`src/rtl/ser_pkg.sv`:
```
// Shared types and helpers for the multi-lane frame serializer.
package ser_pkg;

  typedef enum logic [0:0] {S_IDLE, S_SHIFT} state_t;

  // Number of lane-parallel slots needed to carry depth+1 words.
  function automatic int unsigned calc_nslots(int unsigned depth, int unsigned lanes);
    return (depth + lanes) / lanes;
  endfunction

  function automatic int unsigned sat_cfg(int unsigned val, int unsigned max_val);
    return (val > max_val) ? max_val : val;
  endfunction

endpackage

```
`src/rtl/ser_bit_timer.sv`:
```
// Bit-period timer: one-cycle bit_tick at the last cycle of every div+1 cycle period.
module ser_bit_timer #(
  parameter int unsigned DIV_WIDTH = 8
) (
  input  logic                 clk,
  input  logic                 rst_n,
  input  logic                 restart,
  input  logic                 clear,
  input  logic                 run,
  input  logic [DIV_WIDTH-1:0] div,
  output logic                 bit_tick
);

  logic [DIV_WIDTH-1:0] cnt_q, cnt_d;

  assign bit_tick = run && (cnt_q == '0);

  always_comb begin
    cnt_d = cnt_q;
    if (clear) begin
      cnt_d = '0;
    end else if (restart || bit_tick) begin
      cnt_d = div;
    end else if (run) begin
      cnt_d = cnt_q - DIV_WIDTH'(1);
    end
  end

  always_ff @(posedge clk or negedge rst_n) begin
    if (!rst_n) cnt_q <= '0;
    else        cnt_q <= cnt_d;
  end

endmodule

```
`src/rtl/multilane_serializer.sv`:
```
// Frame serializer striping words round-robin over NUM_LANES lanes, with a one-frame
// holding buffer so consecutive frames run without an idle bit period.
module multilane_serializer
  import ser_pkg::*;
#(
  parameter int unsigned DATA_WIDTH = 32,
  parameter int unsigned DATA_DEPTH = 4,
  parameter int unsigned DIV_WIDTH  = 8,
  parameter int unsigned NUM_LANES  = 2
) (
  input  logic                                   clk,
  input  logic                                   rst_n,
  input  logic                                   in_valid,
  output logic                                   in_ready,
  input  logic [DATA_DEPTH-1:0][DATA_WIDTH-1:0]  in_data,
  input  logic [DIV_WIDTH-1:0]                   cfg_div,
  input  logic [$clog2(DATA_WIDTH):0]            cfg_width,
  input  logic [$clog2(DATA_DEPTH):0]            cfg_depth,
  input  logic                                   cfg_msb_first,
  input  logic                                   abort,
  output logic [NUM_LANES-1:0]                   serial_out,
  output logic [NUM_LANES-1:0]                   serial_en,
  output logic                                   frame_start,
  output logic                                   done,
  output logic                                   busy,
  output logic [$clog2(DATA_WIDTH):0]            bit_count,
  output logic [$clog2(DATA_DEPTH):0]            slot_count
);

  localparam int unsigned WW = $clog2(DATA_WIDTH) + 1;
  localparam int unsigned DW = $clog2(DATA_DEPTH) + 1;

  typedef logic [DATA_DEPTH-1:0][DATA_WIDTH-1:0] frame_t;

  state_t               state_q, state_d;
  logic                 hold_valid_q, hold_valid_d;
  frame_t               hold_data_q, act_data_q;
  logic [DIV_WIDTH-1:0] hold_div_q, act_div_q;
  logic [WW-1:0]        hold_width_q, act_width_q;
  logic [DW-1:0]        hold_depth_q, act_depth_q, act_last_slot_q;
  logic                 hold_msb_q, act_msb_q;
  logic [WW-1:0]        bit_q, bit_d;
  logic [DW-1:0]        slot_q, slot_d;
  logic                 frame_start_q, frame_start_d;
  logic                 done_q, done_d;
  logic                 accept, load, bit_tick;

  assign in_ready = !hold_valid_q && !abort;
  assign accept   = in_valid && in_ready;

  ser_bit_timer #(
    .DIV_WIDTH(DIV_WIDTH)
  ) u_timer (
    .clk      (clk),
    .rst_n    (rst_n),
    .restart  (load),
    .clear    (abort),
    .run      (state_q == S_SHIFT),
    .div      (load ? hold_div_q : act_div_q),
    .bit_tick (bit_tick)
  );

  always_comb begin
    state_d       = state_q;
    hold_valid_d  = hold_valid_q;
    bit_d         = bit_q;
    slot_d        = slot_q;
    frame_start_d = 1'b0;
    done_d        = 1'b0;
    load          = 1'b0;
    if (abort) begin
      state_d      = S_IDLE;
      hold_valid_d = 1'b0;
      bit_d        = '0;
      slot_d       = '0;
    end else begin
      if (accept) hold_valid_d = 1'b1;
      case (state_q)
        S_IDLE: load = hold_valid_q;
        S_SHIFT: begin
          if (bit_tick) begin
            if (bit_q == act_width_q) begin
              bit_d = '0;
              if (slot_q == act_last_slot_q) begin
                done_d = 1'b1;
                slot_d = '0;
                load   = hold_valid_q;
                if (!hold_valid_q) state_d = S_IDLE;
              end else begin
                slot_d = slot_q + DW'(1);
              end
            end else begin
              bit_d = bit_q + WW'(1);
            end
          end
        end
        default: state_d = S_IDLE;
      endcase
      // Loading from hold also covers the back-to-back case on the final edge.
      if (load) begin
        hold_valid_d  = 1'b0;
        state_d       = S_SHIFT;
        bit_d         = '0;
        slot_d        = '0;
        frame_start_d = 1'b1;
      end
    end
  end

  always_ff @(posedge clk or negedge rst_n) begin
    if (!rst_n) begin
      state_q       <= S_IDLE;
      hold_valid_q  <= 1'b0;
      bit_q         <= '0;
      slot_q        <= '0;
      frame_start_q <= 1'b0;
      done_q        <= 1'b0;
    end else begin
      state_q       <= state_d;
      hold_valid_q  <= hold_valid_d;
      bit_q         <= bit_d;
      slot_q        <= slot_d;
      frame_start_q <= frame_start_d;
      done_q        <= done_d;
    end
  end

  always_ff @(posedge clk or negedge rst_n) begin
    if (!rst_n) begin
      hold_data_q     <= '0;
      hold_div_q      <= '0;
      hold_width_q    <= '0;
      hold_depth_q    <= '0;
      hold_msb_q      <= 1'b0;
      act_data_q      <= '0;
      act_div_q       <= '0;
      act_width_q     <= '0;
      act_depth_q     <= '0;
      act_last_slot_q <= '0;
      act_msb_q       <= 1'b0;
    end else begin
      if (accept) begin
        hold_data_q  <= in_data;
        hold_div_q   <= cfg_div;
        hold_width_q <= WW'(sat_cfg(32'(cfg_width), DATA_WIDTH - 1));
        hold_depth_q <= DW'(sat_cfg(32'(cfg_depth), DATA_DEPTH - 1));
        hold_msb_q   <= cfg_msb_first;
      end
      if (load) begin
        act_data_q      <= hold_data_q;
        act_div_q       <= hold_div_q;
        act_width_q     <= hold_width_q;
        act_depth_q     <= hold_depth_q;
        act_last_slot_q <= DW'(calc_nslots(32'(hold_depth_q), NUM_LANES) - 1);
        act_msb_q       <= hold_msb_q;
      end
    end
  end

  // Lane L in slot s carries word s*NUM_LANES+L; lanes past the frame depth stay quiet.
  always_comb begin
    int idx;
    int sel;
    logic [DATA_WIDTH-1:0] word;
    serial_out = '0;
    serial_en  = '0;
    idx        = 0;
    word       = '0;
    sel        = act_msb_q ? int'(act_width_q) - int'(bit_q) : int'(bit_q);
    if (state_q == S_SHIFT) begin
      for (int l = 0; l < int'(NUM_LANES); l++) begin
        idx  = int'(slot_q) * int'(NUM_LANES) + l;
        word = '0;
        if (idx <= int'(act_depth_q)) begin
          serial_en[l] = 1'b1;
          for (int w = 0; w < int'(DATA_DEPTH); w++) begin
            if (w == idx) word = act_data_q[w];
          end
          for (int b = 0; b < int'(DATA_WIDTH); b++) begin
            if (b == sel) serial_out[l] = word[b];
          end
        end
      end
    end
  end

  assign busy        = (state_q == S_SHIFT);
  assign bit_count   = bit_q;
  assign slot_count  = slot_q;
  assign frame_start = frame_start_q;
  assign done        = done_q;

endmodule

```
`config.mk`:
```
export PLATFORM = sky130hd
export DESIGN_NAME = multilane_serializer
export DESIGN_NICKNAME = d
export VERILOG_FILES = /design/src/rtl/ser_pkg.sv /design/src/rtl/ser_bit_timer.sv /design/src/rtl/multilane_serializer.sv
export SDC_FILE = /design/constraint.sdc
export NUM_CORES = 1
export LEC_CHECK = 0
export ABC_CLOCK_PERIOD_IN_PS = 6800
export BUFFER_PORTS_ARGS = -buffer_cell sky130_fd_sc_hd__buf_2
export CELL_PAD_IN_SITES_DETAIL_PLACEMENT = 1
export CELL_PAD_IN_SITES_GLOBAL_PLACEMENT = 2
export CORE_ASPECT_RATIO = 0.6
export CORE_MARGIN = 1
export CORE_UTILIZATION = 44
export DETAILED_ROUTE_END_ITERATION = 12
export GPL_TIMING_DRIVEN = 0
export PLACE_DENSITY_LB_ADDON = 0.1
export SETUP_SLACK_MARGIN = 0.02
export SYNTH_ARGS = -nofsm -noshare
export SYNTH_HDL_FRONTEND = slang
export SYNTH_SLANG_ARGS = --single-unit
```
`constraint.sdc`:
```
create_clock -name clk -period 6.8 [get_ports clk]
set_input_delay 0.34 -clock clk [delete_from_list [all_inputs] [get_ports clk]]
set_output_delay 0.34 -clock clk [all_outputs]
set_load 0.05 [all_outputs]
```
==> results of run 1 <==
## stage by stage
step,hold slack (ns),std cells
finish,0.0105,1789
global route,0.000448,1789
CTS,0.000920,1788
detailed placement,0.279,1647
global placement,0.464,1644
floorplan,0.0444,1062
## cells in the final DEF (no fill, tap or decap), drive strengths merged, types with 20 or more instances in the layout
cell | Yosys | layout
dfrtp | 314 | 314
mux2 | 282 | 282
buf | 42 | 211
dlygate4sd3 | 0 | 84
clkbuf | 25 | 72
a22oi | 44 | 44
nor2 | 44 | 44
o21ai | 44 | 44
a21oi | 33 | 33
nand2 | 25 | 25
nor3 | 20 | 20
## registers in the layout (all words and copies together), names as in the netlist
name and flops:
act_data_q 128, act_depth_q 3, act_div_q 8, act_last_slot_q 1
act_msb_q 1, act_width_q 6, bit_count 6, busy 1
done 1, frame_start 1, hold_data_q 128, hold_depth_q 3
hold_div_q 8, hold_msb_q 1, hold_valid_q 1, hold_width_q 6
slot_count 3, u_timer.cnt_q 8
## Yosys cell counts (5+ instances only)
cell type | number | area (um^2)
dfrtp_1 | 314 | 7860
mux2_2 | 279 | 3140
a22oi_1 | 44 | 330
nor2_1 | 43 | 161
o21ai_0 | 40 | 200
a21oi_1 | 33 | 165
clkbuf_1 | 25 | 93.8
nand2_1 | 25 | 93.8
buf_2 | 22 | 110
inv_1 | 18 | 67.6
nor3_1 | 18 | 90.1
buf_6 | 16 | 180
ha_1 | 14 | 175
nor2b_1 | 12 | 75.1
o31ai_1 | 11 | 82.6
a221oi_1 | 10 | 87.6
a22o_1 | 9 | 78.8
nand3_1 | 9 | 45.0
o22ai_1 | 8 | 50.1
nand2b_1 | 6 | 37.5
a211oi_1 | 5 | 37.5
mux2i_1 | 5 | 50.1
nand4_1 | 5 | 31.3
## power breakdown
group / total [mW] / switching [mW] / internal [mW]
logic: 2.44 / 1.40 / 1.04
registers: 2.75 / 0.357 / 2.39
clock network: 1.77 / 0.744 / 1.02
total: 6.96 / 2.50 / 4.46
## worst register-to-register path: cells and delay by family, from the launching register on
family	cells	cell delay (ns)
buffers and inverters	3	2.14
AND/OR/NAND/NOR	2	0.36
multiplexers	1	0.42
flip-flops	1	0.46
## layer usage
layer  vias to the layer above  track usage  wire length [um]
met3                        59       0.0344              1490
li1                       4509            -                 -
met4                         0       0.0530               739
met1                      5171        0.398             20600
met5                         -            0                 0
met2                       211        0.384             17800
## logic make-up (layout without fill, tap and decap cells)
kind of cell | after synthesis | after routing
buf+inv | 85 | 396
simple gates | 147 | 147
fa+ha+maj | 15 | 15
xor+xnor | 2 | 2
compound gates | 212 | 212
mux | 287 | 287
flops | 314 | 314
## cell type report
type	instances	area (um^2)
repair buffers	253	1760
multi-input cells	663	5720
clock buffers	47	896
fillers	3191	13900
inverters	18	67.6
well taps	416	520
flip-flops and latches	314	7860
clock inverters	11	145
plain buffers	67	418
## timing repair
item | CTS | global route
endpoints found under the setup margin | 0 | 0
endpoints found under the hold margin | 128 | 1
hold buffers | 83 | 1
buffers inserted | 0 | 0
## worst max-delay path by stage
| stage | depth (start not counted) | startpoint | slack (ns) | to |
|---|---|---|---|---|
| final | 13 | bit_count[0]$_DFFE_PN0P_ | 1.93 | serial_out[1] |
| after global routing | 11 | bit_count[0]$_DFFE_PN0P_ | 1.77 | serial_out[1] |
| after CTS | 13 | bit_count[0]$_DFFE_PN0P_ | 1.97 | serial_out[1] |
| after detailed placement | 11 | bit_count[0]$_DFFE_PN0P_ | 2.58 | serial_out[1] |
| after global placement | 1 | rst_n | -0.70 | act_data_q[35]$_DFFE_PN0P_ |
| after floorplan | 11 | bit_count[0]$_DFFE_PN0P_ | 2.57 | serial_out[1] |
==> flow_metrics.tcl, run 1 <==
set metrics [dict create \
    cts_root_buf "clkbuf_16" \
    die_w_um 233 \
    clkTransAtPathRegs_ns 0.07 \
    routed_wirelength_mm 40.6 \
    r2r-start "hold_valid_q$_DFFE_PN0P_" \
    wire_per_inst_um 22.7 \
    rsz0062_at_grt "no" \
    dr.pass1.iters 5 \
    max_slew.worst_pin.slew_ns 1.06 \
    vias 9950 \
    cts_resized 0 \
    crit_family "compound AO/OA/AOI/OAI gates" \
    synthCells 1062 \
    coreArea_um2 31300 \
    hold_viol 0 \
    start_util 0.450 \
    finalCritPeriodShare 0.716 \
    p_per_area_nw_per_um2 400 \
    placed_cell_area_um2 15500 \
    clk_latency_ns 0.58 \
    leakagePower_nw 7.54 \
    critPathLaunchType "register" \
    muxShareOfSynthArea 0.230 \
    r2r-end "hold_div_q[4]$_DFFE_PN0P_" \
    required_ns 6.46 \
    final_core_util 0.556 \
    cts_buffers 31 \
    mappedNetlistArea_um2 14100 \
    setup_viol 0 \
    ir_drop_uv 208 \
    finalInstanceArea_um2 17400 \
    worstSetupPathType "register to primary output" \
    drt-initial-drc-count 540 \
    grt_max_degree 108 \
    synth-edff-count 0 \
    cts_sinks 314 \
    async_flop_share 1.00 \
    whs_path_depth 2 \
    hold_path_class "input pin to register" \
    antenna_cells 0 \
    min_to "hold_data_q[15]$_DFFE_PN0P_" \
    worstHoldStart "in_data[15]" \
    antenna_found_initial 1 \
    cts_tree "built" \
    nets 1513 \
    yosys.area_share.simple 0.0564 \
    ys_types 73 \
    synthesis.nets 1227 \
    avgSynthCellArea_um2 13.2 \
    finalPower_mw 6.96 \
    ys_warn_count 0 \
    pre_cts_slack_ns 2.58 \
    htreeDepth 1 \
    cp_num_buf_inv 3 \
    synth_ff_type "dfrtp_1" \
    drv_slew 0 \
    synth-xor-area-share 0.00125 \
    max_freq_ghz 0.205 \
    die_y_um 140 \
    io_buffers 166 \
    drc 0 \
    die_area_um2 32700 \
    hpwlAfterDp_mm 28.5 \
    grt_pass1_vias 10800 \
    synth-compound-area-share 0.105 \
    ys_ff_latch 314 \
    drive_gt1_frac 0.401 \
    crit_path_cell_trace "ha_1 > inv_1 > fa_1 > nand3b_1 > o31a_1 > buf_2 > a221oi_1 > o2111ai_1 > o2111ai_1 > a22oi_1 > o21ai_0 > o32ai_1 > buf_2" \
    layout_setup_ws_ns 1.93 \
    gp_congestion 0.841 \
    crit_path_max_incr_delay_ns 0.65 \
    final.setup_skew_ns 0.0166 \
    cp_max_fo 11 \
    synth-seq-area-share 0.559 \
    ant_nets 0 \
    r2r_slack_ns 3.30 \
    drt-vias-per-instance 5.56 \
    synthAdderAreaFrac 0.0139 \
    status "finished, final reports clean" \
    cp-end-kind "primary output" \
    grt_pass1_wl_mm 64.2 \
    period_needed_ns 4.87 \
    worst_path_max_delay_cell "dfrtp_1" \
    r2r_cells 6 \
    io_pins 167 \
    track_usage 0.257 \
    cap_viol_max_count 0 \
    rows 50 \
    synth_top_family_by_area "multiplexers" \
    grt_overflow_total 0 \
    slew_headroom 0.288 \
    area_growth_syn_to_layout_pct 23.6 \
    setup_tns_ns 0 \
    crit_arrival_ns 4.53 \
    clockBufferDepth 3 \
]
Note: power is estimated with default switching activity, not from simulation.
==> run 2, diff against run 1 <==
- ABC_CLOCK_PERIOD_IN_PS: 6800 -> 4000
- CORE_UTILIZATION: 44 -> 37
- clock period: 6.8 -> 4 ns (I/O delays scaled with it)
==> run 2 against run 1 <==
Sequential power increased by 69%; count of clock-buffer cells in the layout fell by 8; non-clock buffer count is 84 higher; global-route usage is 3.4 points lower; clock skew fell by 0.0040 ns; sequential share of layout area down 3.0 points; highest routed layer unchanged.
==> flow_metrics.tcl, run 2 (synthesized netlist as in run 1, its figures left out) <==
set metrics [dict create \
    dr.pass1.iters 4 \
    coreArea_um2 36900 \
    area_growth_syn_to_layout_pct 32.4 \
    slew_headroom 0.315 \
    setup_viol 0 \
    comb_power_share 0.379 \
    die_y_um 153 \
    endpoint "serial_out[0]" \
    htreeDepth 1 \
    clkTransAtPathRegs_ns 0.07 \
    drt-initial-drc-count 493 \
    cts_root_buf "clkbuf_16" \
    finalCritPeriodShare 0.977 \
    p_per_area_nw_per_um2 675 \
    worstSetupPathType "register to primary output" \
    mostFrequentLayoutCell "dfrtp_1" \
    swShare 0.358 \
    routed_wirelength_mm 42.1 \
    max_freq_ghz 0.256 \
    critPathLaunchType "register" \
    pwr-share-clk 0.251 \
    drv_slew 0 \
    rows 54 \
    fillers 3817 \
    track_usage 0.224 \
    io_buffers 166 \
    finalPower_mw 12.6 \
    cap_viol_max_count 0 \
    cts_tree "built" \
    ir_drop_uv 339 \
    hold_viol 0 \
    grt_max_degree 119 \
    sequentialPowerShare 0.370 \
    antenna_found_initial 0 \
    r2r-end "hold_div_q[3]$_DFFE_PN0P_" \
    largestRegisters "act_data_q x128, hold_data_q x128" \
    layout_setup_ws_ns 0.0934 \
    r2r-start "hold_valid_q$_DFFE_PN0P_" \
    status "finished, final reports clean" \
    drc 0 \
    nets 1597 \
    clockBufferDepth 3 \
    die_w_um 254 \
    dp.cells 1734 \
    cts_sinks 314 \
    final_cell_mix "309 x dfrtp_1, 278 x mux2_2, 178 x buf_2, 152 x dlygate4sd3_1, 44 x a22oi_1" \
    io_pins 167 \
    ant_nets 0 \
    p_sw_mw 4.49 \
    cts_buffers 31 \
    grt_pass1_vias 11000 \
    drive_gt1_frac 0.422 \
    internal_power_mw 8.07 \
    r2r_slack_ns 0.53 \
    drt-vias-per-instance 5.23 \
    hpwlAfterDp_mm 28.9 \
    start_util 0.381 \
    die_area_um2 38800 \
    startpoint "act_width_q[0]$_DFFE_PN0P_" \
    cp-end-kind "primary output" \
    antenna_cells 0 \
    final_cells 1959 \
    crit_arrival_ns 3.71 \
    clk_latency_ns 0.58 \
    vias 10200 \
    wire_per_inst_um 21.5 \
    multi_input_area_um2 5930 \
    period_needed_ns 3.91 \
    rsz0062_at_grt "yes" \
    cp_max_fo 6 \
    gp_congestion 0.851 \
    r2r_cells 6 \
    grt_overflow_total 0 \
    grt_pass1_wl_mm 66.1 \
    whs_ns 0.0202 \
    leakagePower_nw 8.02 \
    hold_path_class "input pin to register" \
    max_slew.worst_pin.slew_ns 1.03 \
    seqCellArea_um2 7860 \
    setup_tns_ns 0 \
    required_ns 3.80 \
    pre_cts_slack_ns -0.00694 \
    final.setup_skew_ns 0.0126 \
]
==> run 2: changes by cell type in the layout (fill, tap and decap cells not counted), sizes merged <==
cell,previous run,this run
clkinvlp,0,2
buf,211,230
bufinv,3,6
clkbuf,72,61
clkinv,7,8
dlygate4sd3,84,152
==> run 2: worst min-delay path by stage <==
stage	start	end	slack (ns)	cells past startpoint
final	cfg_width[5]	hold_width_q[1]$_DFFE_PN0P_	0.02	3
after detailed placement	rst_n	hold_data_q[76]$_DFFE_PN0P_	0.26	1
after floorplan	rst_n	act_data_q[0]$_DFFE_PN0P_	-0.1	0
after CTS	cfg_width[5]	hold_width_q[1]$_DFFE_PN0P_	0.007	3
after global routing	cfg_width[5]	hold_width_q[1]$_DFFE_PN0P_	0.03	3
after global placement	in_data[42]	hold_data_q[42]$_DFFE_PN0P_	0.43	2
==> run 2: per-layer routing <==
metal | track usage | share of wire | vias to the layer above
met4 | 0.0427 | 0.016 | 0
li1 | - | - | 4681
met1 | 0.337 | 0.50 | 5338
met3 | 0.0339 | 0.035 | 49
met2 | 0.341 | 0.45 | 174
met5 | 0 | 0 | -
==> run 2: critical path, stage by stage (launching register included) <==
cell	delay, ns
dfrtp_1	0.38
inv_2	0.08
ha_4	0.14
inv_2	0.03
fa_2	0.61
nand3b_1	0.16
o31a_1	0.20
buf_6	0.14
buf_6	0.10
nor3_2	0.04
nor3_2	0.22
nor3_2	0.06
o311a_1	0.38
o22a_1	0.16
o211a_1	0.26
buf_6	0.17
==> run 2: what timing repair did <==
action                                  4_1_cts  5_1_grt
resized for setup                            38       47
endpoints found under the hold margin       226        0
endpoints found under the setup margin        2        2
pin swaps                                     7       19
hold buffers                                152        0
setup buffers                                 9        9
gates cloned                                  0        0
==> run 2: stage by stage <==
| stage | area [um^2] | utilization |
|---|---|---|
| finish | 18600 | 0.505 |
| global route | 18600 | 0.505 |
| CTS | 18400 | 0.498 |
| detailed placement | 15600 | 0.423 |
| global placement | 15500 | 0.421 |
| floorplan | 14100 | - |
==> run 2: layout make-up <==
type,instances,area share
tap,504,0.0339
multi-input combinational,663,0.318
buffer,66,0.0252
clock buffer,39,0.0454
clock inverter,17,0.0131
timing repair buffer,338,0.138
sequential,314,0.422
inverter,18,0.00363
==> run 2: power by group through the flow <==
stage          Combinational, mW  Sequential (mW)  Clock (mW)
6_report                    4.76             4.65        3.16
5_1_grt                     5.12             4.77        3.37
4_1_cts                     4.42             4.66        3.25
3_5_place_dp                4.09             4.71           0
3_3_place_gp                4.02             4.68           0
2_1_floorplan               2.75             4.51           0
